### src/rtl/line_dma_pkg.sv
// rtl/line_dma_pkg.sv - shared constants and state encoding for the line copy engine
// Line geometry defaults are shared with the line-buffer writer.
package line_dma_pkg;

   localparam int LINE_WORDS_DEF = 160;
   localparam int HALF_WORDS_DEF = 512;
   localparam int ADDR_W_DEF     = 10;

   localparam int   WORD_BYTES = 8;
   localparam logic VM_READ    = 1'b1;

   typedef enum logic [2:0] {
      ST_IDLE    = 3'd0,
      ST_RD_REQ  = 3'd1,
      ST_RD_WAIT = 3'd2,
      ST_WR      = 3'd3,
      ST_FINISH  = 3'd4
   } state_e;

endpackage

### src/rtl/word_fifo2.sv
// rtl/word_fifo2.sv - two-entry 64-bit word FIFO with synchronous flush
// Push is dropped when full and pop when empty; flush overrides both.
module word_fifo2 (
   input  logic        clk,
   input  logic        rst,
   input  logic        flush,
   input  logic        push,
   input  logic [63:0] push_data,
   input  logic        pop,
   output logic [63:0] pop_data,
   output logic        full,
   output logic        empty
);

   logic [63:0] mem_q [2];
   logic [63:0] mem_d [2];
   logic        wr_ptr_q, wr_ptr_d;
   logic        rd_ptr_q, rd_ptr_d;
   logic [1:0]  count_q, count_d;
   logic        do_push, do_pop;

   assign full     = (count_q == 2'd2);
   assign empty    = (count_q == 2'd0);
   assign pop_data = mem_q[rd_ptr_q];
   assign do_push  = push && !full;
   assign do_pop   = pop && !empty;

   always_comb begin
      mem_d    = mem_q;
      wr_ptr_d = wr_ptr_q;
      rd_ptr_d = rd_ptr_q;
      count_d  = count_q;
      if (flush) begin
         wr_ptr_d = 1'b0;
         rd_ptr_d = 1'b0;
         count_d  = 2'd0;
      end else begin
         if (do_push) begin
            mem_d[wr_ptr_q] = push_data;
            wr_ptr_d        = ~wr_ptr_q;
         end
         if (do_pop) begin
            rd_ptr_d = ~rd_ptr_q;
         end
         case ({do_push, do_pop})
            2'b10:   count_d = count_q + 2'd1;
            2'b01:   count_d = count_q - 2'd1;
            default: count_d = count_q;
         endcase
      end
   end

   always_ff @(posedge clk or posedge rst) begin
      if (rst) begin
         mem_q[0] <= '0;
         mem_q[1] <= '0;
         wr_ptr_q <= 1'b0;
         rd_ptr_q <= 1'b0;
         count_q  <= 2'd0;
      end else begin
         mem_q    <= mem_d;
         wr_ptr_q <= wr_ptr_d;
         rd_ptr_q <= rd_ptr_d;
         count_q  <= count_d;
      end
   end

endmodule

### src/rtl/line_dma.sv
// rtl/line_dma.sv - copies one line-buffer line into SDRAM over an Avalon-MM write master
// LINE_DMA_PREFETCH_EN overlaps the next read with the current write through word_fifo2.
module line_dma
   import line_dma_pkg::*;
#(
   parameter int LINE_WORDS = LINE_WORDS_DEF,
   parameter int HALF_WORDS = HALF_WORDS_DEF,
   parameter int ADDR_W     = ADDR_W_DEF
) (
   input  logic              clk,
   input  logic              rst,
   input  logic              start,
   input  logic              abort,
   input  logic              src_half,
   input  logic [31:0]       dst_addr,
   input  logic              clear_count,
   output logic              busy,
   output logic              done,
   output logic              aborted,
   output logic [15:0]       lines_done,
   output logic              vm_bus_enable,
   output logic              vm_rw,
   output logic [ADDR_W-1:0] vm_address,
   input  logic              vm_acknowledge,
   input  logic [63:0]       vm_read_data,
   output logic [31:0]       av_address,
   output logic              av_write,
   output logic [63:0]       av_writedata,
   output logic [7:0]        av_byteenable,
   input  logic              av_waitrequest
);

   localparam logic [ADDR_W-1:0] HALF_BASE = ADDR_W'(HALF_WORDS);
   localparam logic [ADDR_W-1:0] LAST_IDX  = ADDR_W'(LINE_WORDS - 1);

   state_e            state_q, state_d;
   logic [ADDR_W-1:0] base_q, base_d;
   logic [31:0]       dst_q, dst_d;
   logic              abort_pend_q, abort_pend_d;
   logic              aborted_q, aborted_d;
   logic [15:0]       lines_done_q, lines_done_d;
   logic              abort_now;

   assign abort_now     = abort_pend_q | abort;
   assign vm_rw         = VM_READ;
   assign av_byteenable = 8'hFF;
   assign busy          = (state_q != ST_IDLE) && (state_q != ST_FINISH);
   assign done          = (state_q == ST_FINISH);
   assign aborted       = aborted_q;
   assign lines_done    = lines_done_q;

`ifdef LINE_DMA_PREFETCH_EN

   localparam logic [ADDR_W:0] LINE_CNT = (ADDR_W+1)'(LINE_WORDS);

   logic [ADDR_W:0]   rd_idx_q, rd_idx_d;
   logic [ADDR_W-1:0] wr_idx_q, wr_idx_d;
   logic              rd_busy_q, rd_busy_d;
   logic              fifo_push, fifo_pop, fifo_flush, fifo_full, fifo_empty;
   logic [63:0]       fifo_rdata;
   logic              accept, ack_now;

   word_fifo2 u_fifo (
      .clk       (clk),
      .rst       (rst),
      .flush     (fifo_flush),
      .push      (fifo_push),
      .push_data (vm_read_data),
      .pop       (fifo_pop),
      .pop_data  (fifo_rdata),
      .full      (fifo_full),
      .empty     (fifo_empty)
   );

   assign vm_bus_enable = rd_busy_q;
   assign vm_address    = rd_busy_q ? base_q + ADDR_W'(rd_idx_q) : '0;
   assign av_write      = (state_q == ST_WR) && !fifo_empty;
   assign av_address    = av_write ? dst_q + 32'(wr_idx_q) * 32'(WORD_BYTES) : '0;
   assign av_writedata  = av_write ? fifo_rdata : '0;
   assign accept        = av_write && !av_waitrequest;
   assign ack_now       = rd_busy_q && vm_acknowledge;

   // ST_WR is the single running state: reader and writer advance independently in it.
   always_comb begin
      state_d      = state_q;
      base_d       = base_q;
      dst_d        = dst_q;
      abort_pend_d = abort_pend_q;
      aborted_d    = aborted_q;
      lines_done_d = lines_done_q;
      rd_idx_d     = rd_idx_q;
      wr_idx_d     = wr_idx_q;
      rd_busy_d    = rd_busy_q;
      fifo_push    = 1'b0;
      fifo_pop     = 1'b0;
      fifo_flush   = 1'b0;
      case (state_q)
         ST_IDLE: begin
            if (start) begin
               base_d     = src_half ? HALF_BASE : '0;
               dst_d      = dst_addr & 32'hFFFF_FFF8;
               rd_idx_d   = '0;
               wr_idx_d   = '0;
               aborted_d  = 1'b0;
               fifo_flush = 1'b1;
               state_d    = ST_WR;
            end
         end
         ST_WR: begin
            abort_pend_d = abort_now;
            if (ack_now) begin
               rd_busy_d = 1'b0;
               rd_idx_d  = rd_idx_q + (ADDR_W+1)'(1);
               fifo_push = !abort_now;
            end else if (!rd_busy_q && !abort_now && (rd_idx_q < LINE_CNT) && !fifo_full) begin
               rd_busy_d = 1'b1;
            end
            if (accept) begin
               fifo_pop = 1'b1;
               wr_idx_d = wr_idx_q + ADDR_W'(1);
            end
            if (accept && (wr_idx_q == LAST_IDX)) begin
               state_d = ST_FINISH;
            end else if (abort_now && (!av_write || accept) && (!rd_busy_q || ack_now)) begin
               state_d = ST_FINISH;
            end
         end
         ST_FINISH: begin
            if (abort_pend_q) aborted_d = 1'b1;
            else              lines_done_d = lines_done_q + 16'd1;
            abort_pend_d = 1'b0;
            fifo_flush   = 1'b1;
            state_d      = ST_IDLE;
         end
         default: state_d = ST_IDLE;
      endcase
      if (clear_count) lines_done_d = '0;
   end

   always_ff @(posedge clk or posedge rst) begin
      if (rst) begin
         state_q      <= ST_IDLE;
         base_q       <= '0;
         dst_q        <= '0;
         abort_pend_q <= 1'b0;
         aborted_q    <= 1'b0;
         lines_done_q <= '0;
         rd_idx_q     <= '0;
         wr_idx_q     <= '0;
         rd_busy_q    <= 1'b0;
      end else begin
         state_q      <= state_d;
         base_q       <= base_d;
         dst_q        <= dst_d;
         abort_pend_q <= abort_pend_d;
         aborted_q    <= aborted_d;
         lines_done_q <= lines_done_d;
         rd_idx_q     <= rd_idx_d;
         wr_idx_q     <= wr_idx_d;
         rd_busy_q    <= rd_busy_d;
      end
   end

`else

   logic [ADDR_W-1:0] idx_q, idx_d;
   logic [63:0]       data_q, data_d;

   // Enable stays high through the ack cycle and drops in WR, so two acks are never back to back.
   assign vm_bus_enable = (state_q == ST_RD_REQ) || (state_q == ST_RD_WAIT);
   assign vm_address    = vm_bus_enable ? base_q + idx_q : '0;
   assign av_write      = (state_q == ST_WR);
   assign av_address    = av_write ? dst_q + 32'(idx_q) * 32'(WORD_BYTES) : '0;
   assign av_writedata  = av_write ? data_q : '0;

   always_comb begin
      state_d      = state_q;
      base_d       = base_q;
      dst_d        = dst_q;
      abort_pend_d = abort_pend_q;
      aborted_d    = aborted_q;
      lines_done_d = lines_done_q;
      idx_d        = idx_q;
      data_d       = data_q;
      case (state_q)
         ST_IDLE: begin
            if (start) begin
               base_d    = src_half ? HALF_BASE : '0;
               dst_d     = dst_addr & 32'hFFFF_FFF8;
               idx_d     = '0;
               aborted_d = 1'b0;
               state_d   = ST_RD_REQ;
            end
         end
         ST_RD_REQ: begin
            abort_pend_d = abort_now;
            state_d      = ST_RD_WAIT;
         end
         ST_RD_WAIT: begin
            abort_pend_d = abort_now;
            if (vm_acknowledge) begin
               data_d  = vm_read_data;
               state_d = abort_now ? ST_FINISH : ST_WR;
            end
         end
         ST_WR: begin
            abort_pend_d = abort_now;
            if (!av_waitrequest) begin
               if ((idx_q == LAST_IDX) || abort_now) begin
                  state_d = ST_FINISH;
               end else begin
                  idx_d   = idx_q + ADDR_W'(1);
                  state_d = ST_RD_REQ;
               end
            end
         end
         ST_FINISH: begin
            if (abort_pend_q) aborted_d = 1'b1;
            else              lines_done_d = lines_done_q + 16'd1;
            abort_pend_d = 1'b0;
            state_d      = ST_IDLE;
         end
         default: state_d = ST_IDLE;
      endcase
      if (clear_count) lines_done_d = '0;
   end

   always_ff @(posedge clk or posedge rst) begin
      if (rst) begin
         state_q      <= ST_IDLE;
         base_q       <= '0;
         dst_q        <= '0;
         abort_pend_q <= 1'b0;
         aborted_q    <= 1'b0;
         lines_done_q <= '0;
         idx_q        <= '0;
         data_q       <= '0;
      end else begin
         state_q      <= state_d;
         base_q       <= base_d;
         dst_q        <= dst_d;
         abort_pend_q <= abort_pend_d;
         aborted_q    <= aborted_d;
         lines_done_q <= lines_done_d;
         idx_q        <= idx_d;
         data_q       <= data_d;
      end
   end

`endif

endmodule

### config.mk
export PLATFORM = sky130hd
export DESIGN_NAME = line_dma
export DESIGN_NICKNAME = d
export VERILOG_FILES = /design/src/rtl/line_dma_pkg.sv /design/src/rtl/word_fifo2.sv /design/src/rtl/line_dma.sv
export SDC_FILE = /design/constraint.sdc
export NUM_CORES = 1
export LEC_CHECK = 0
export CAP_MARGIN = 15
export CORE_AREA = 2 2 131 164
export CTS_CLUSTER_DIAMETER = 40
export CTS_CLUSTER_SIZE = 20
export DETAILED_ROUTE_END_ITERATION = 6
export DIE_AREA = 0 0 133 166
export PLACE_DENSITY = 0.62
export RECOVER_POWER = 50
export SLEW_MARGIN = 20
export SYNTH_ARGS = -nofsm -noshare
export SYNTH_HDL_FRONTEND = slang
export SYNTH_SLANG_ARGS = --single-unit
### constraint.sdc
create_clock -name clk -period 5.58 [get_ports clk]
set_input_delay 1.116 -clock clk [delete_from_list [all_inputs] [get_ports clk]]
set_output_delay 1.116 -clock clk [all_outputs]
set_load 0.03 [all_outputs]
# Word level (Yosys, flattened, before mapping)
# Cells that the tools add are included.
# W data, S select, Z words.
[word_totals] ff_bits=134 inputBits=104 output_inout_bits=136 elab_cells=62
[op_classes] add_sub_neg=4 n_eq_ne=12 mux=21 bitwise_logic=1 reduce_logical=16
[op_table] cell="$mux W64" n=1
[op_table] cell="$mux W10" n=5
[op_table] cell="$mux W16" n=3
[op_table] cell="$add A32 B13 Y32" n=1
[op_table] cell="$mux W32" n=1
[op_table] cell="$pmux W10 S2" n=1
[op_table] cell="$add A16 B1 Y16 const B" n=1
[op_table] cell="$mux W3" n=5
[op_table] cell="$pmux W3 S4" n=1
[op_table] cell="$add A10 B1 Y10 const B" n=1
[op_table] cell="$add A10 B10 Y10" n=1
[op_table] cell="$eq A10 B8 Y1 const B" n=1
[op_table] cell="$ne A2 B2 Y1 const B" n=5
[op_table] cell="$reduce_bool A2 Y1" n=4
[op_table] cell="$eq A3 B2 Y1 const B" n=2
[op_table] cell="$reduce_and A2 Y1" n=3
[op_table] cell="$reduce_and A3 Y1" n=2
[op_table] cell="$pmux W1 S2" n=2
[op_table] cell="$reduce_and A4 Y1" n=1
[op_table] cell="$eq A3 B1 Y1 const B" n=1
[op_table] cell="$eq A3 B3 Y1 const B" n=1
[op_table] cell="$logic_not A3 Y1" n=1
[op_table] cell="$ne A3 B3 Y1 const B" n=1
[op_table] cell="$reduce_bool A3 Y1" n=1
[op_table] cell="6 further kinds" n=8

# Longest topological paths before layout
# Gate-level depths: netlist (run 1).
[logic_depth] depth_word=5 depth_mapped=8 depth_no_buf=8

# Worst setup path before layout (run 1)
# No wires, ideal clock.
[synth_timing] path_type="reg2out" from="register idx_q[0]" to="output av_address[25]" t_arrival_ns=2.604 required_ns=4.464 slack_ns=1.860 path_stages_with_launch=9 n_path_buf=0 path_cell_list="dfrtp_1 ha_1 inv_1 fa_1 nand2b_1 a211o_1 a211oi_2 o2111a_1 mux2i_1"
[synth_between] elab_chain_cells=2
[synth_lines] item="start, declared" line_no="line_dma.sv:166" source="logic [ADDR_W-1:0] idx_q, idx_d;"
[synth_lines] item="start signal, assigned" line_no="line_dma.sv:245" source="idx_q <= idx_d;"
[synth_lines] item="$add A32 B13 Y32" line_no="line_dma.sv:173" source="assign av_address = av_write ? dst_q + 32'(idx_q) * 32'(WORD_BYTES) : '0;"
[synth_lines] item="$mux W32" line_no="line_dma.sv:173"
[synth_lines] item="end, declared" line_no="line_dma.sv:26" source="output logic [31:0] av_address,"
# Every way passes these cells.

# Final worst setup path (run 1)
[layout_timing] from="register idx_q[0]" to="output av_address[27]"
# The elaborated chain is that of the path after synthesis.

==> metrics list, run 1 <==
- The run finished, with violations left.
* Violated checks: max-capacitance violations, max-slew violations
- Across all hold checks on the routed design, the worst slack comes to 0.485 ns.
* Number of storage elements in the synthesis netlist: 125
* Number of flops mapped to enable cells by yosys: 0
* Final count of negative-setup-slack endpoints: 0
* Floorplan die area: 22100 um^2
- Arithmetic-cell share of the synthesized area counting full adders, half adders and majority gates: 2.48%
- In this run the cell area of the synthesized design comes to 6860 um^2.
* Vias/cell: 4.80
* Power density relative to cell area: 417 nW/um^2
* Global routing usage summed across all routing layers: 17.6%
- Worst slew margin relative to its limit: -96.3%
* Most instantiated library cell after synthesis: sky130_fd_sc_hd__dfrtp_1
* Arrival time of the worst setup path: 3.75 ns
- The final layout contains routed wiring with a total length of 19000 um.
- Period Utilization, post-route: 87.1%
- Switching power of the nets: 1520 uW
- Portion of total power attributed to combinational logic: 36.3%
* Hpwl dp: 13400 um
* H-tree levels: 4
- Int Pwr: 2570 uW
- Clock tree from TritonCTS: yes
* Total number of nets in the final design: 1030
- Cell type with the largest total area after synthesis: sky130_fd_sc_hd__dfrtp_1
* Final hold violation count: 0
- Number of antenna cells inserted: 0
* Final setup TNS: 0 ns
- After synthesis, the netlist uses 65 different library cells.
- STA classifies the critical path startpoint as a flop.
* Mean instance size in the synthesized netlist: 9.79 um^2
- Hold repair after CTS inserted 0 buffers.
* Post-synthesis simple-gate area fraction: 23.4%
- Standard cell core area: 20600 um^2
- Path type of the worst setup path: flop to output port
* Clock insertion delay at the later pin of the skew report: 0.42 ns
- Of all flip-flops after synthesis, the portion carrying an async set or reset was 100%.
- The synthesized netlist devotes 9.64% of its cell area to compound gates.
- Sequential cell area fraction in the yosys report: 45.6%
* Clk sink count: 125
- LEAKAGE: 0.00407 uW
- Maximum buffer depth of the clock tree: 2
- The first TritonRoute pass finished after 5 iterations.
- The path class of the tightest hold or removal check is flop to flop.
* Die boundary height: 166 um
- Number of max-capacitance violations reported: 3
* Number of buffers inserted to repair setup after CTS: 0
* Area share of the largest cell type after synthesis: 45.6%
- Across the routed clock network, the largest skew measured is 0.0124 ns.
- Gate count of the mapped netlist: 700
- The number of gates resized after CTS was 0.
* Fraction of final layout cells with drive strength greater than 1: 12.9%
- For this run the aggregate overflow at the end of global routing stands at 0.
- First-pass GRT wire length: 31100 um
- Sw frac: 37.1%
* Number of placed I/O pins: 240
- Worst hold stages: 1
- From synthesis to final layout, the design area changed by 43.1%.
- After clock tree synthesis, the clock-pin slew on the worst setup and hold paths is 0.07 ns.
- The number of antenna violations at the first check in global routing is 0.
* Worst Path Required: 4.46 ns
- In this run the worst path has a maximum fanout of 7.
- For this run, the number of Yosys warnings is 0.
- First-iteration detailed-routing DRC count: 233
- The number of global-route vias before repair was 5994.
- Timing would allow up to 206 MHz.
* Quantity of I/O buffers inserted on ports: 224
- The number of clock buffers added by TritonCTS is 17.
- CTS root buffer: sky130_fd_sc_hd__clkbuf_16
- Fillcell total: 1950
- Total DRC errors in the routed layout: 0
- Pin count of the biggest net entering global routing: 65
- STA classifies the critical path endpoint as an output port.
- After synthesis, the largest family of logic cells by area is simple AND/OR/NAND/NOR gates.
* Std-Cell Rows: 59
- Count of final max-slew check failures: 168
* Total number of vias: 5755
- Reg power frac: 37.0%
- After synthesis, the share of cell area in mux cells is 11.5%.
- The commonest cells after synthesis are 125 x sky130_fd_sc_hd__dfrtp_1, 116 x sky130_fd_sc_hd__nand2_1, 75 x sky130_fd_sc_hd__and2_1, 60 x sky130_fd_sc_hd__mux2_2, 31 x sky130_fd_sc_hd__nor2_1.
- The smallest clock period supported by the final layout is computed as 4.86 ns.
- Number of nets with antenna violations after detailed routing: 0
* Gp weighted congestion: 0.821
- Xor and xnor fraction of the mapped netlist area: 2.56%
* Most instantiated flip-flop cell in the synthesis netlist: sky130_fd_sc_hd__dfrtp_1
- Measured in cells, the most critical reg-to-reg path has a length of 7.
- Transition time at the pin with the least slew margin: 2.93 ns
* Share of the core filled with cells: 47.6%
- Dividing the detail-routed wire length by the instance count gives 15.8 um.
- For this configuration, the core starts out at a cell density of 33.3%.
* Floorplan die width: 133 um
- Of the total power, the clock network draws 26.7%.
- Setup repair after global routing missed its margin: no
* Worst vdd ir: 0.000297 V
- In the post-synthesis netlist, the biggest area contributors are sky130_fd_sc_hd__dfrtp_1 46%, sky130_fd_sc_hd__mux2_2 9.9%, sky130_fd_sc_hd__and2_1 6.8%, sky130_fd_sc_hd__nand2_1 6.4%, sky130_fd_sc_hd__ha_1 2.2%.
-- per-layer routing --
layer	vias to the layer above	wire length (um)	track usage [%]
li1	2817	-	-
met1	2729	7910	20.5
met2	194	9180	29.8
met3	15	1650	6.99
met4	0	262	5.28
met5	-	0	0
-- kinds of logic after synthesis --
family          after synthesis
simple gates                308
flops                       125
compound gates              100
mux                          71
buf+inv                      61
xor+xnor                     20
fa+ha+maj                    13
other cells                   2
-- cells in the final DEF, fill, tap and decap left out, drive strengths merged, types with 13 or more instances in the layout --
| cell type | n |
|---|---|
| clkdlybuf4s50 | 214 |
| nor3 | 15 |
| nor2 | 33 |
| clkbuf | 21 |
| mux2 | 64 |
| dfrtp | 125 |
| a21oi | 29 |
| nand2 | 116 |
| and2 | 76 |
| o21ai | 25 |
| nand3 | 15 |
| or3 | 13 |
| inv | 21 |
| nand4 | 13 |
-- path summary, 6_finish.rpt --
path                             from              to  slack, ns
min reg2reg                data_q[61]      data_q[61]       0.49
max reg2reg                state_q[0]        idx_q[7]       1.67
min                        data_q[61]      data_q[61]       0.49
max                          idx_q[0]  av_address[27]       0.72
max in group asynchronous         rst      data_q[55]       1.67
min in group asynchronous         rst      data_q[21]       1.98
-- power groups by stage --
stage               Clock [uW]  Combinational, uW  Sequential, uW
finish                    1090               1480            1510
global route              1160               1630            1570
CTS                       1120               1510            1520
detailed placement           0               1500            1540
global placement             0               1480            1530
floorplan                    0               1080            1440
-- final cells by class --
type	count	area, um^2	share of cell area, %
Multi-Input combinational cell	524	3420	34.9
Sequential cell	125	3130	31.9
Timing Repair Buffer	231	2290	23.3
Clock buffer	18	429	4.38
Tap cell	274	343	3.49
Clock inverter	14	145	1.48
Inverter	14	53.8	0.548
-- metrics by stage --
step / worst slack, ns / total power, uW / area, um^2 / std cells
3_5_place_dp: 1.17 / 3040 / 9280 / 1168
3_3_place_gp: 1.20 / 3010 / 9280 / 1168
2_1_floorplan: 1.14 / 2520 / 6890 / 710
5_1_grt: 0.547 / 4360 / 9810 / 1200
4_1_cts: 0.711 / 4150 / 9850 / 1200
6_report: 0.717 / 4090 / 9810 / 1200
-- state kept, by name, summed over array words and instances (netlist names) --
| register | flops |
|---|---|
| aborted | 1 |
| dst_q | 29 |
| idx_q | 10 |
| base_q | 1 |
| abort_pend_q | 1 |
| data_q | 64 |
| lines_done | 16 |
| state_q | 3 |
-- critical path, cell delays in order (launching register included) --
cell and delay, ns:
sky130_fd_sc_hd__dfrtp_1 0.46, sky130_fd_sc_hd__ha_1 0.24, sky130_fd_sc_hd__inv_1 0.07, sky130_fd_sc_hd__fa_1 0.39, sky130_fd_sc_hd__nand2b_1 0.18, sky130_fd_sc_hd__a211o_1 0.34
sky130_fd_sc_hd__a211oi_2 0.46, sky130_fd_sc_hd__o211a_1 0.21, sky130_fd_sc_hd__mux2i_1 0.25, sky130_fd_sc_hd__clkdlybuf4s50_1 0.72
Power figures use the tool's default switching activity.
==> run 2, diff against run 1 <==
--- a/config.mk
+++ b/config.mk
@@ -11,6 +11,7 @@
 export CTS_CLUSTER_SIZE = 20
 export DETAILED_ROUTE_END_ITERATION = 6
 export DIE_AREA = 0 0 133 166
+export GPL_TIMING_DRIVEN = 0
 export PLACE_DENSITY = 0.62
 export RECOVER_POWER = 50
 export SLEW_MARGIN = 20
==> run 2 against run 1 <==
Against the previous run:
- the flow still finishes with violations (max-capacitance violations, max-slew violations)
- design area increased by 2.1%
- clock skew about the same
- worst setup slack got worse by 0.015 ns
- die area unchanged
- highest routed layer unchanged
- non-clock buffer count increased by 40
- sequential cell count is the same
==> metrics list, run 2 (synthesized netlist as in run 1, its figures left out) <==
- Clock tree from TritonCTS: yes
- At the pin with the least slew margin, the transition time is 2.36 ns.
- Count of buffer and inverter cells on the critical path: 2
* Global routing usage summed across all routing layers: 18.6%
- Detailed route wirelength on metal3: 1570 um
* Worst setup margin: 0.702 ns
* Initial DRT Pass Iterations: 4
* Number of antenna cells inserted: 0
- After clock tree synthesis, the flow added hold-fix buffers numbering 0.
- The run finished, with violations left.
* Clock insertion delay at the later pin of the skew report: 0.41 ns
- Summing over every cut layer, the via total after detailed routing is 5983.
- Floorplan die area: 22100 um^2
- For this configuration, the core starts out at a cell density of 33.3%.
- Most common cell after layout, fill and taps aside: sky130_fd_sc_hd__clkdlybuf4s50_1
- The first global-routing pass estimated 32800 um of wire.
* Skew final: 0.0127 ns
- Maximum buffer depth of the clock tree: 2
- Initial antenna violation count: 0
- Timing analysis after detailed placement gives a worst setup slack of 1.14 ns.
- Pin count of the biggest net entering global routing: 91
- By startpoint and endpoint, the worst setup path is classified as flop to output port.
- Worst hold slack: 0.485 ns
* Routed wire length: 20200 um
- The floorplan step set the die height to 166 um.
* Wire per inst: 16.3 um
- Number of max-capacitance violations reported: 2
- Worst vdd ir: 0.000194 V
* Vias/cell: 4.83
- In this run the power density over the cells is 416 nW/um^2.
* Type of the most critical hold path: flop to flop
* Total number of nets in the final design: 1070
- Number of global-route vias before repair: 6115
- Cell-by-cell listing of the critical path: ha_1 -> inv_1 -> fa_1 -> nand2b_1 -> a211o_1 -> a211oi_2 -> o211a_1 -> mux2i_1 -> clkdlybuf4s50_1
- First element of the critical path: idx_q[0]
- Of all nets on the critical path, the largest fanout is 7.
- Floorplan die width: 133 um
* Path depth of the worst reg2reg path: 6
- Minimum period implied by the final worst setup slack: 4.88 ns
* Violated checks: max-capacitance violations, max-slew violations
- Signed area change from the synthesized netlist to the final layout: 46.1%
* Hpwl dp: 15100 um
* Standard cell core area: 20600 um^2
* Category of the worst setup path launch point: flop
* Worst Path Required: 4.46 ns
- H-tree levels: 4
* Fraction of final layout cells with drive strength greater than 1: 13.6%
* LEAKAGE: 0.00416 uW
- Setup violations remaining at the end of the flow were counted as 0.
- Gates resized, CTS repair: 0
* Total DRC errors in the routed layout: 0
- The count of buffers added on input and output ports is 223.
* Gp weighted congestion: 0.861
- Count of final max-slew check failures: 128
- The detail route stage leaves a number of antenna-violating nets equal to 0.
* FF-to-FF Start: state_q[0]
- Reg-to-reg endpoint: lines_done[15]
- Critical Path Stages: 9
- Worst R2R Setup Slack: 2.64 ns
- Of the available clock period, the critical path in the final layout requires 87.4%.
- Number of buffers inserted to repair setup after CTS: 0
* Biggest cell delay along the critical path: 0.71 ns
- The completed layout was analyzed and its total power is 4170 uW.
- Std-Cell Rows: 59
- Clock transition at the registers of the reported paths: 0.07 ns
- Largest reg by FF count: data_q
- The register with the most flip-flops in the layout has 64 of them.
* Number of placed I/O pins: 240
- Nature of the critical path endpoint: output port
- In this run, CTS created clock tree buffers numbering 17.
- The root buffer cell chosen for the clock tree is sky130_fd_sc_hd__clkbuf_16.
- Worst slew margin relative to its limit: -57.6%
- Metal-1 WL: 8280 um
* Slowest stage cell on the critical path: sky130_fd_sc_hd__clkdlybuf4s50_1
- Final hold violation count: 0
- Met2 wire length: 10100 um
* First-iteration detailed-routing DRC count: 248
- Setup repair after global routing left no endpoint under its margin.
- Arrival time of the worst setup path: 3.76 ns
- Peak Freq: 205 MHz
* Top Family by Delay on Critical Path: compound AO/OA/AOI/OAI gates
* Remaining Overflow, GRT: 0
* Highest signal layer in the routed design: met4
- In the layout the commonest cells are 217 x sky130_fd_sc_hd__clkdlybuf4s50_1, 125 x sky130_fd_sc_hd__dfrtp_1, 116 x sky130_fd_sc_hd__nand2_1, 75 x sky130_fd_sc_hd__and2_1, 60 x sky130_fd_sc_hd__mux2_2.
* Endpoint of the most critical setup path: av_address[27]
* Clk sink count: 125
run 2: cell count changes in the layout (fill, tap and decap cells not counted), moves of 2 or more:
cell	change
sky130_fd_sc_hd__buf_1	+2
sky130_fd_sc_hd__buf_6	+3
sky130_fd_sc_hd__clkbuf_1	+23
sky130_fd_sc_hd__dlygate4sd3_1	-4
sky130_fd_sc_hd__clkinv_2	+2
sky130_fd_sc_hd__clkdlybuf4s50_1	+3
sky130_fd_sc_hd__buf_4	+8
sky130_fd_sc_hd__buf_2	+4
run 2: worst min path at each step:
stage,start,endpoint,slack (ns),cells past startpoint
after floorplan,data_q[60],data_q[60],0.45,1
after global placement,data_q[63],data_q[63],0.46,1
after detailed placement,data_q[62],data_q[62],0.47,1
after CTS,data_q[62],data_q[62],0.49,1
after global routing,data_q[62],data_q[62],0.51,1
final,data_q[62],data_q[62],0.49,1
run 2: cell type report:
cell class | count | area (um^2)
Buffer | 47 | 259
Clock buffer | 17 | 425
Clock inverter | 14 | 158
Fill cell | 1927 | 10600
Inverter | 14 | 53.8
Multi-Input combinational cell | 524 | 3410
Sequential cell | 125 | 3130
Tap cell | 274 | 343
Timing Repair Buffer | 224 | 2240
run 2: per-layer routing:
layer  global-route usage, %  vias to the layer above
li1                        -                     2901
met1                    22.4                     2862
met2                    32.0                      206
met3                    6.41                       14
met4                    4.49                        0
met5                       0                        -
run 2: power breakdown:
| part | internal (uW) | switching, uW | leakage [uW] |
|---|---|---|---|
| registers | 1270 | 219 | 0.00156 |
| logic | 702 | 867 | 0.00232 |
| clock network | 665 | 451 | 0.000283 |
| total | 2630 | 1540 | 0.00416 |
run 2: stage by stage:
step           instances  utilization [%]  setup TNS, ns  instance area, um^2
2_1_floorplan        710                -              0                 6890
3_3_place_gp        1207             46.0        -131.52                 9470
3_5_place_dp        1208             46.1              0                 9500
4_1_cts             1239             49.0              0                10100
5_1_grt             1239             48.6              0                10000
6_report            1239             48.6              0                10000
